===== config.mk =====
export PLATFORM = sky130hd
export DESIGN_NAME = nv_nvdla_rst_seq_flat
export DESIGN_NICKNAME = d
export VERILOG_FILES = /design/src/rtl/nv_nvdla_rst_seq_pkg.sv /design/src/rtl/nv_nvdla_rst_seq_if.sv /design/src/rtl/nv_nvdla_rst_seq_cnt.sv /design/src/rtl/nv_nvdla_rst_seq.sv /design/src/flat_wrapper.sv
export SDC_FILE = /design/constraint.sdc
export NUM_CORES = 1
export LEC_CHECK = 0
export ABC_AREA = 1
export ABC_CLOCK_PERIOD_IN_PS = 5100
export CAP_MARGIN = 40
export CORE_MARGIN = 4
export CORE_UTILIZATION = 50
export CTS_CLUSTER_SIZE = 12
export DETAILED_ROUTE_END_ITERATION = 6
export PLACE_DENSITY = 0.72
export SYNTH_ARGS = -nofsm -noshare
export SYNTH_HDL_FRONTEND = slang
export SYNTH_SLANG_ARGS = --single-unit
export TNS_END_PERCENT = 50

===== constraint.sdc =====
create_clock -name nvdla_core_clk -period 5.1 [get_ports nvdla_core_clk]
set_input_delay 1.53 -clock nvdla_core_clk [delete_from_list [all_inputs] [get_ports nvdla_core_clk]]
set_output_delay 1.53 -clock nvdla_core_clk [all_outputs]
set_load 0.03 [all_outputs]

===== src/rtl/nv_nvdla_rst_seq_pkg.sv =====
// Shared types and helpers for the NVDLA partition reset sequencer.
package nv_nvdla_rst_seq_pkg;

  typedef enum logic [2:0] {
    StIdle,
    StDrain,
    StAssert,
    StRelease,
    StDone
  } rst_seq_state_e;

  // Wide enough for the longest dwell of any state, so the shared counter never wraps in-state.
  function automatic int unsigned cnt_w(input int unsigned drain_tmo,
                                        input int unsigned hold_cyc,
                                        input int unsigned num_part,
                                        input int unsigned gap_cyc);
    int unsigned m;
    m = drain_tmo;
    if (hold_cyc > m) m = hold_cyc;
    if (num_part * gap_cyc > m) m = num_part * gap_cyc;
    return $clog2(m + 1);
  endfunction

endpackage


===== src/rtl/nv_nvdla_rst_seq_if.sv =====
// Control/status bundle between the CSB/partition side and the reset sequencer.
interface nv_nvdla_rst_seq_if #(
  parameter int unsigned NUM_PART = 4
);
  logic                test_mode;
  logic                soft_rst_req;
  logic [NUM_PART-1:0] part_idle;
  logic [NUM_PART-1:0] part_rstn;
  logic                rst_busy;
  logic                rst_done;
  logic                drain_tmo_err;
  logic                req_dropped;

  modport master (
    output test_mode, soft_rst_req, part_idle,
    input  part_rstn, rst_busy, rst_done, drain_tmo_err, req_dropped
  );

  modport slave (
    input  test_mode, soft_rst_req, part_idle,
    output part_rstn, rst_busy, rst_done, drain_tmo_err, req_dropped
  );
endinterface


===== src/rtl/nv_nvdla_rst_seq_cnt.sv =====
// Clearable up-counter with terminal-compare output, shared by all sequencer states.
module nv_nvdla_rst_seq_cnt #(
  parameter int unsigned WIDTH = 8
) (
  input  logic             clk,
  input  logic             rst_n,
  input  logic             clr,
  input  logic [WIDTH-1:0] term,
  output logic [WIDTH-1:0] cnt,
  output logic             hit
);

  // Saturates so a long IDLE dwell cannot roll over.
  always_ff @(posedge clk or negedge rst_n) begin
    if (!rst_n) begin
      cnt <= '0;
    end else if (clr) begin
      cnt <= '0;
    end else if (cnt != '1) begin
      cnt <= cnt + 1'b1;
    end
  end

  assign hit = (cnt == term);

endmodule


===== src/rtl/nv_nvdla_rst_seq.sv =====
// Staged partition reset sequencer: power-on and soft-reset drain, hold and in-order release.
module nv_nvdla_rst_seq
  import nv_nvdla_rst_seq_pkg::*;
#(
  parameter int unsigned NUM_PART  = 4,
  parameter int unsigned HOLD_CYC  = 16,
  parameter int unsigned GAP_CYC   = 4,
  parameter int unsigned DRAIN_TMO = 1024
) (
  input  logic                 nvdla_core_clk,
  input  logic                 nvdla_core_rstn,
  nv_nvdla_rst_seq_if.slave    bus
);

  localparam int unsigned CntW = cnt_w(DRAIN_TMO, HOLD_CYC, NUM_PART, GAP_CYC);

  rst_seq_state_e      state_q, state_d;
  logic [CntW-1:0]     cnt, term;
  logic                hit, adv;
  logic [NUM_PART-1:0] part_rstn_q, rel_set;
  logic                busy_q, done_q, tmo_q, drop_q;

  always_comb begin
    state_d = state_q;
    term    = '0;
    case (state_q)
      StIdle: begin
        if (bus.soft_rst_req) state_d = StDrain;
      end
      StDrain: begin
        term = CntW'(DRAIN_TMO - 1);
        if ((&bus.part_idle) || hit) state_d = StAssert;
      end
      StAssert: begin
        term = CntW'(HOLD_CYC - 1);
        if (hit) state_d = StRelease;
      end
      StRelease: begin
        term = CntW'((NUM_PART - 1) * GAP_CYC);
        if (hit) state_d = StDone;
      end
      StDone:  state_d = StIdle;
      default: state_d = StAssert;
    endcase
  end

  assign adv = (state_d != state_q);

  nv_nvdla_rst_seq_cnt #(
    .WIDTH (CntW)
  ) u_cnt (
    .clk   (nvdla_core_clk),
    .rst_n (nvdla_core_rstn),
    .clr   (adv),
    .term  (term),
    .cnt   (cnt),
    .hit   (hit)
  );

  // Bit i goes high on the edge that makes RELEASE cycle i*GAP_CYC current.
  assign rel_set[0] = 1'b0;
  for (genvar g = 1; g < NUM_PART; g++) begin : g_rel
    assign rel_set[g] = ((32'(cnt) + 32'd1) == g * GAP_CYC);
  end

  always_ff @(posedge nvdla_core_clk or negedge nvdla_core_rstn) begin
    if (!nvdla_core_rstn) begin
      state_q     <= StAssert;
      part_rstn_q <= '0;
      busy_q      <= 1'b1;
      done_q      <= 1'b0;
      tmo_q       <= 1'b0;
      drop_q      <= 1'b0;
    end else begin
      state_q <= state_d;
      busy_q  <= (state_d != StIdle);
      done_q  <= (state_d == StDone);
      if (bus.soft_rst_req && (state_q != StIdle)) drop_q <= 1'b1;
      case (state_q)
        StIdle: begin
          part_rstn_q <= '1;
          if (bus.soft_rst_req) begin
            tmo_q  <= 1'b0;
            drop_q <= 1'b0;
          end
        end
        StDrain: begin
          if (adv) part_rstn_q <= '0;
          if (!(&bus.part_idle) && hit) tmo_q <= 1'b1;
        end
        StAssert: begin
          part_rstn_q <= adv ? NUM_PART'(1) : '0;
        end
        StRelease: begin
          part_rstn_q <= part_rstn_q | rel_set;
        end
        StDone: begin
          part_rstn_q <= '1;
        end
        default: begin
          part_rstn_q <= '0;
        end
      endcase
    end
  end

  assign bus.part_rstn     = bus.test_mode ? {NUM_PART{nvdla_core_rstn}} : part_rstn_q;
  assign bus.rst_busy      = busy_q;
  assign bus.rst_done      = done_q;
  assign bus.drain_tmo_err = tmo_q;
  assign bus.req_dropped   = drop_q;

endmodule


===== src/flat_wrapper.sv =====
// flat-port wrapper written by rule: the top's interface ports become plain ports
module nv_nvdla_rst_seq_flat import nv_nvdla_rst_seq_pkg::*;
#(
  parameter int unsigned NUM_PART  = 4,
  parameter int unsigned HOLD_CYC  = 16,
  parameter int unsigned GAP_CYC   = 4,
  parameter int unsigned DRAIN_TMO = 1024
)
  (nvdla_core_clk, nvdla_core_rstn, bus_test_mode, bus_soft_rst_req, bus_part_idle, bus_part_rstn, bus_rst_busy, bus_rst_done, bus_drain_tmo_err, bus_req_dropped);
  nv_nvdla_rst_seq_if #(.NUM_PART(NUM_PART)) bus_i ();
  input  logic nvdla_core_clk;
  input  logic nvdla_core_rstn;
  input wire logic [$bits(bus_i.test_mode)-1:0] bus_test_mode;
  input wire logic [$bits(bus_i.soft_rst_req)-1:0] bus_soft_rst_req;
  input wire logic [$bits(bus_i.part_idle)-1:0] bus_part_idle;
  output wire logic [$bits(bus_i.part_rstn)-1:0] bus_part_rstn;
  output wire logic [$bits(bus_i.rst_busy)-1:0] bus_rst_busy;
  output wire logic [$bits(bus_i.rst_done)-1:0] bus_rst_done;
  output wire logic [$bits(bus_i.drain_tmo_err)-1:0] bus_drain_tmo_err;
  output wire logic [$bits(bus_i.req_dropped)-1:0] bus_req_dropped;
  assign bus_i.test_mode = bus_test_mode;
  assign bus_i.soft_rst_req = bus_soft_rst_req;
  assign bus_i.part_idle = bus_part_idle;
  assign bus_part_rstn = bus_i.part_rstn;
  assign bus_rst_busy = bus_i.rst_busy;
  assign bus_rst_done = bus_i.rst_done;
  assign bus_drain_tmo_err = bus_i.drain_tmo_err;
  assign bus_req_dropped = bus_i.req_dropped;
  nv_nvdla_rst_seq #(.NUM_PART(NUM_PART), .HOLD_CYC(HOLD_CYC), .GAP_CYC(GAP_CYC), .DRAIN_TMO(DRAIN_TMO)) u_core (.nvdla_core_clk(nvdla_core_clk), .nvdla_core_rstn(nvdla_core_rstn), .bus(bus_i));
endmodule

==> results.py <==
metrics = {
    "final_layout": {
        "synthToLayoutAreaGrowth_pct": 16.2,
        "fill_cells": 230,
        "fin_util_pct": 63.2,
        "multi_input_area_um2": 697,
        "seq_area_um2": 553,
        "layout.cells.non_filler": 234,
        "nets": 214,
        "drive_above_1_share_pct": 24.5,
        "diodes": 0,
    },
    "worst_setup_path": {
        "worstSetupStartpointType": "input port",
        "critical_path_class": "in -> out",
        "path_buf_inv": 2,
        "crit_arrival_ns": 2.43,
        "cp_cell_sequence": "clkdlybuf4s50_1 -> nand2_1 -> o21ai_0 -> buf_4",
        "cp_top_family": "buffers and inverters",
        "crit_slowest_cell": "clkdlybuf4s50_1",
        "crit_cells": 4,
        "r2r_cells": 12,
        "max_stage_delay_ns": 0.52,
        "worstSetupEndpointType": "output port",
        "critical_path_required_ns": 3.57,
        "crit_fanout": 5,
    },
    "synth": {
        "ys_seq_elements": 22,
        "seq_area_frac_synth_pct": 39.6,
        "ys.warnings.count": 0,
        "ys_types": 28,
        "avgSynthCellArea_um2": 7.55,
        "syn_area_mm2": 0.00140,
        "syn_inst": 185,
        "synthesis.nets": 194,
    },
    "hold_path": {
        "hold_path_class": "reg -> reg",
        "whs_path_depth": 2,
    },
    "sta": {
        "finalCriticalPeriod_ns": 3.96,
        "post-route-period-util_pct": 77.7,
        "fin_hold_ws_ns": 0.515,
        "hold_viol_final": 0,
        "fmax_mhz": 252,
        "skew_ns": 0.0121,
        "rsz0062_at_grt": "no",
        "relSlewSlack_pct": 75.7,
        "tightest_slew_ns": 0.362,
        "slew_viol_final": 0,
        "finalSetupViolCount": 0,
        "fin_setup_tns_ns": 0,
    },
    "power": {
        "power_w": 0.000831,
        "vdd_drop_max_mv": 0.429,
        "leakagePower_nw": 0.801,
        "power.density_mw_per_mm2": 512,
    },
    "grt": {
        "grt_max_degree": 23,
        "grt_pass1_wl_um": 4950,
        "grt_pass1_vias": 1106,
        "met3_usage_pct": 4.26,
        "grt_overflow": 0,
        "use_met2_pct": 30.7,
        "antenna_found_initial": 0,
        "use_met1_pct": 22.6,
        "track_usage_pct": 18.3,
        "grt_busiest_layer": "met2",
    },
    "clock_network": {
        "cts_resized": 0,
        "worstSkewPairLatency_ns": 0.32,
        "tritoncts": "built",
        "path_clk_slew_ns": 0.12,
        "cts.hold.buffers_added": 0,
        "cts_buffers": 3,
        "cts.path.max_buffers": 2,
        "htree_levels": 1,
        "clock_sinks": 22,
        "post-cts-setup-buffers": 0,
        "ctsRootBufferMaster": "clkbuf_4",
    },
    "placement": {
        "portBuffers": 15,
        "finalWeightedCongestion": 0.886,
        "place_inst": 230,
        "hpwl_um": 2260,
    },
    "floorplanning": {
        "ios": 16,
        "die_area_mm2": 0.00370,
        "coreArea_mm2": 0.00257,
        "die_h_um": 60.8,
        "start_util_pct": 54.4,
        "die_w_um": 60.8,
        "rows": 18,
    },
    "drt": {
        "vias": 1202,
        "dr.pass1.iters": 4,
        "via_per_inst": 5.14,
        "wire_per_inst_um": 12.7,
        "drcViolationCount": 0,
        "routed_wl_um": 2970,
        "drtIter0Drc": 76,
        "antenna_left": 0,
    },
    "flow_run": {
        "drv_cap": 0,
    },
    "run_status": {
        "status": "finished, final reports clean",
    },
}
## through the flow
step | worst slack (ns) | instance area (um^2)
5_1_grt | 1.06 | 1620
4_1_cts | 1.13 | 1620
6_report | 1.14 | 1620
2_1_floorplan | 1.35 | 1400
3_3_place_gp | 1.17 | 1570
3_5_place_dp | 1.13 | 1570
## power breakdown
group	leakage (nW)	switching (W)	internal, W
Clock	0.0279	0.0000568	0.0000795
Combinational	0.489	0.000292	0.000140
Sequential	0.283	0.0000336	0.000229
## worst min-delay path, cell delays in order (launching register included)
cell and delay (ns):
dfrtp_1 0.37, nand2_1 0.06, nand3_1 0.07
## kinds of logic after synthesis
group / Yosys count / synth area share (%)
flip-flops: 22 / 39.6
AO/OA/AOI/OAI: 16 / 6.54
adder cells (fa/ha/maj): 1 / 0.896
AND/OR/NAND/NOR: 103 / 38.7
buffers and inverters: 37 / 10.5
XOR/XNOR: 6 / 3.76
## layout by cell type (no fill, tap or decap), types with 3 or more instances in the layout
| cell type | n |
|---|---|
| nand3_1 | 11 |
| xor2_1 | 6 |
| nand4_1 | 6 |
| o21ai_0 | 10 |
| buf_4 | 5 |
| clkbuf_4 | 3 |
| clkdlybuf4s50_1 | 11 |
| nor2_1 | 18 |
| inv_1 | 30 |
| nor2_2 | 14 |
| dfrtp_1 | 20 |
| nand2_2 | 9 |
| nor3_1 | 3 |
| inv_2 | 5 |
| nand2_1 | 31 |
## final timing paths
path                                                    from                                 to  slack, ns
setup / recovery                               bus_test_mode                   bus_part_rstn[0]       1.14
hold / removal             u_core.part_rstn_q[1]$_DFFE_PN0P_  u_core.part_rstn_q[1]$_DFFE_PN0P_       0.51
setup reg to reg                 u_core.state_q[1]$_DFF_PN1_   u_core.u_cnt.cnt[10]$_DFFE_PN0P_       3.14
hold reg to reg            u_core.part_rstn_q[1]$_DFFE_PN0P_  u_core.part_rstn_q[1]$_DFFE_PN0P_       0.51
max in group asynchronous                    nvdla_core_rstn        u_core.state_q[1]$_DFF_PN1_       3.22
min in group asynchronous                    nvdla_core_rstn    u_core.u_cnt.cnt[2]$_DFFE_PN0P_       1.59
## final cells by class
type | instances | share of cell area [%]
Tap cell | 30 | 2.31
Multi-Input combinational cell | 126 | 42.9
Inverter | 36 | 8.33
Timing Repair Buffer | 16 | 9.10
Clock inverter | 1 | 1.85
Clock buffer | 3 | 1.39
Sequential cell | 22 | 34.1
## per-layer routing
layer	routed length (um)	vias up	part of all wire, %
met2	1420	31	48
met1	1330	559	45
li1	-	607	-
met5	0	-	0
met4	44	0	1.5
met3	167	5	5.6
## synth_stat cells
| master | instances | area [um^2] |
|---|---|---|
| a21oi_1 | 2 | 10.0 |
| a21oi_2 | 2 | 17.5 |
| buf_6 | 1 | 11.3 |
| clkinv_1 | 1 | 3.75 |
| dfrtp_1 | 20 | 500 |
| dfstp_2 | 2 | 52.6 |
| ha_1 | 1 | 12.5 |
| inv_1 | 30 | 113 |
| inv_2 | 5 | 18.8 |
| nand2_1 | 31 | 116 |
| nand2_2 | 9 | 56.3 |
| nand2_4 | 1 | 11.3 |
| nand3_1 | 11 | 55.1 |
| nand3_2 | 2 | 20.0 |
| nand3_4 | 1 | 17.5 |
| nand3b_1 | 1 | 7.51 |
| nand4_1 | 6 | 37.5 |
| nor2_1 | 18 | 67.6 |
| nor2_2 | 14 | 87.6 |
| nor2_4 | 2 | 22.5 |
| nor3_1 | 3 | 15.0 |
| nor3b_1 | 1 | 7.51 |
| o21ai_0 | 10 | 50.1 |
| o21ai_1 | 1 | 5.00 |
| o21ai_2 | 1 | 8.76 |
| or2_1 | 1 | 6.26 |
| or2_2 | 2 | 12.5 |
| xor2_1 | 6 | 52.6 |
## state kept, by name, summed over array words and instances (netlist names), named ones only
register,flops
u_core.u_cnt.cnt,11
u_core.bus.rst_busy,1
u_core.bus.rst_done,1
u_core.bus.drain_tmo_err,1
u_core.state_q,3
u_core.part_rstn_q,4
Note: power is estimated with default switching activity, not from simulation.
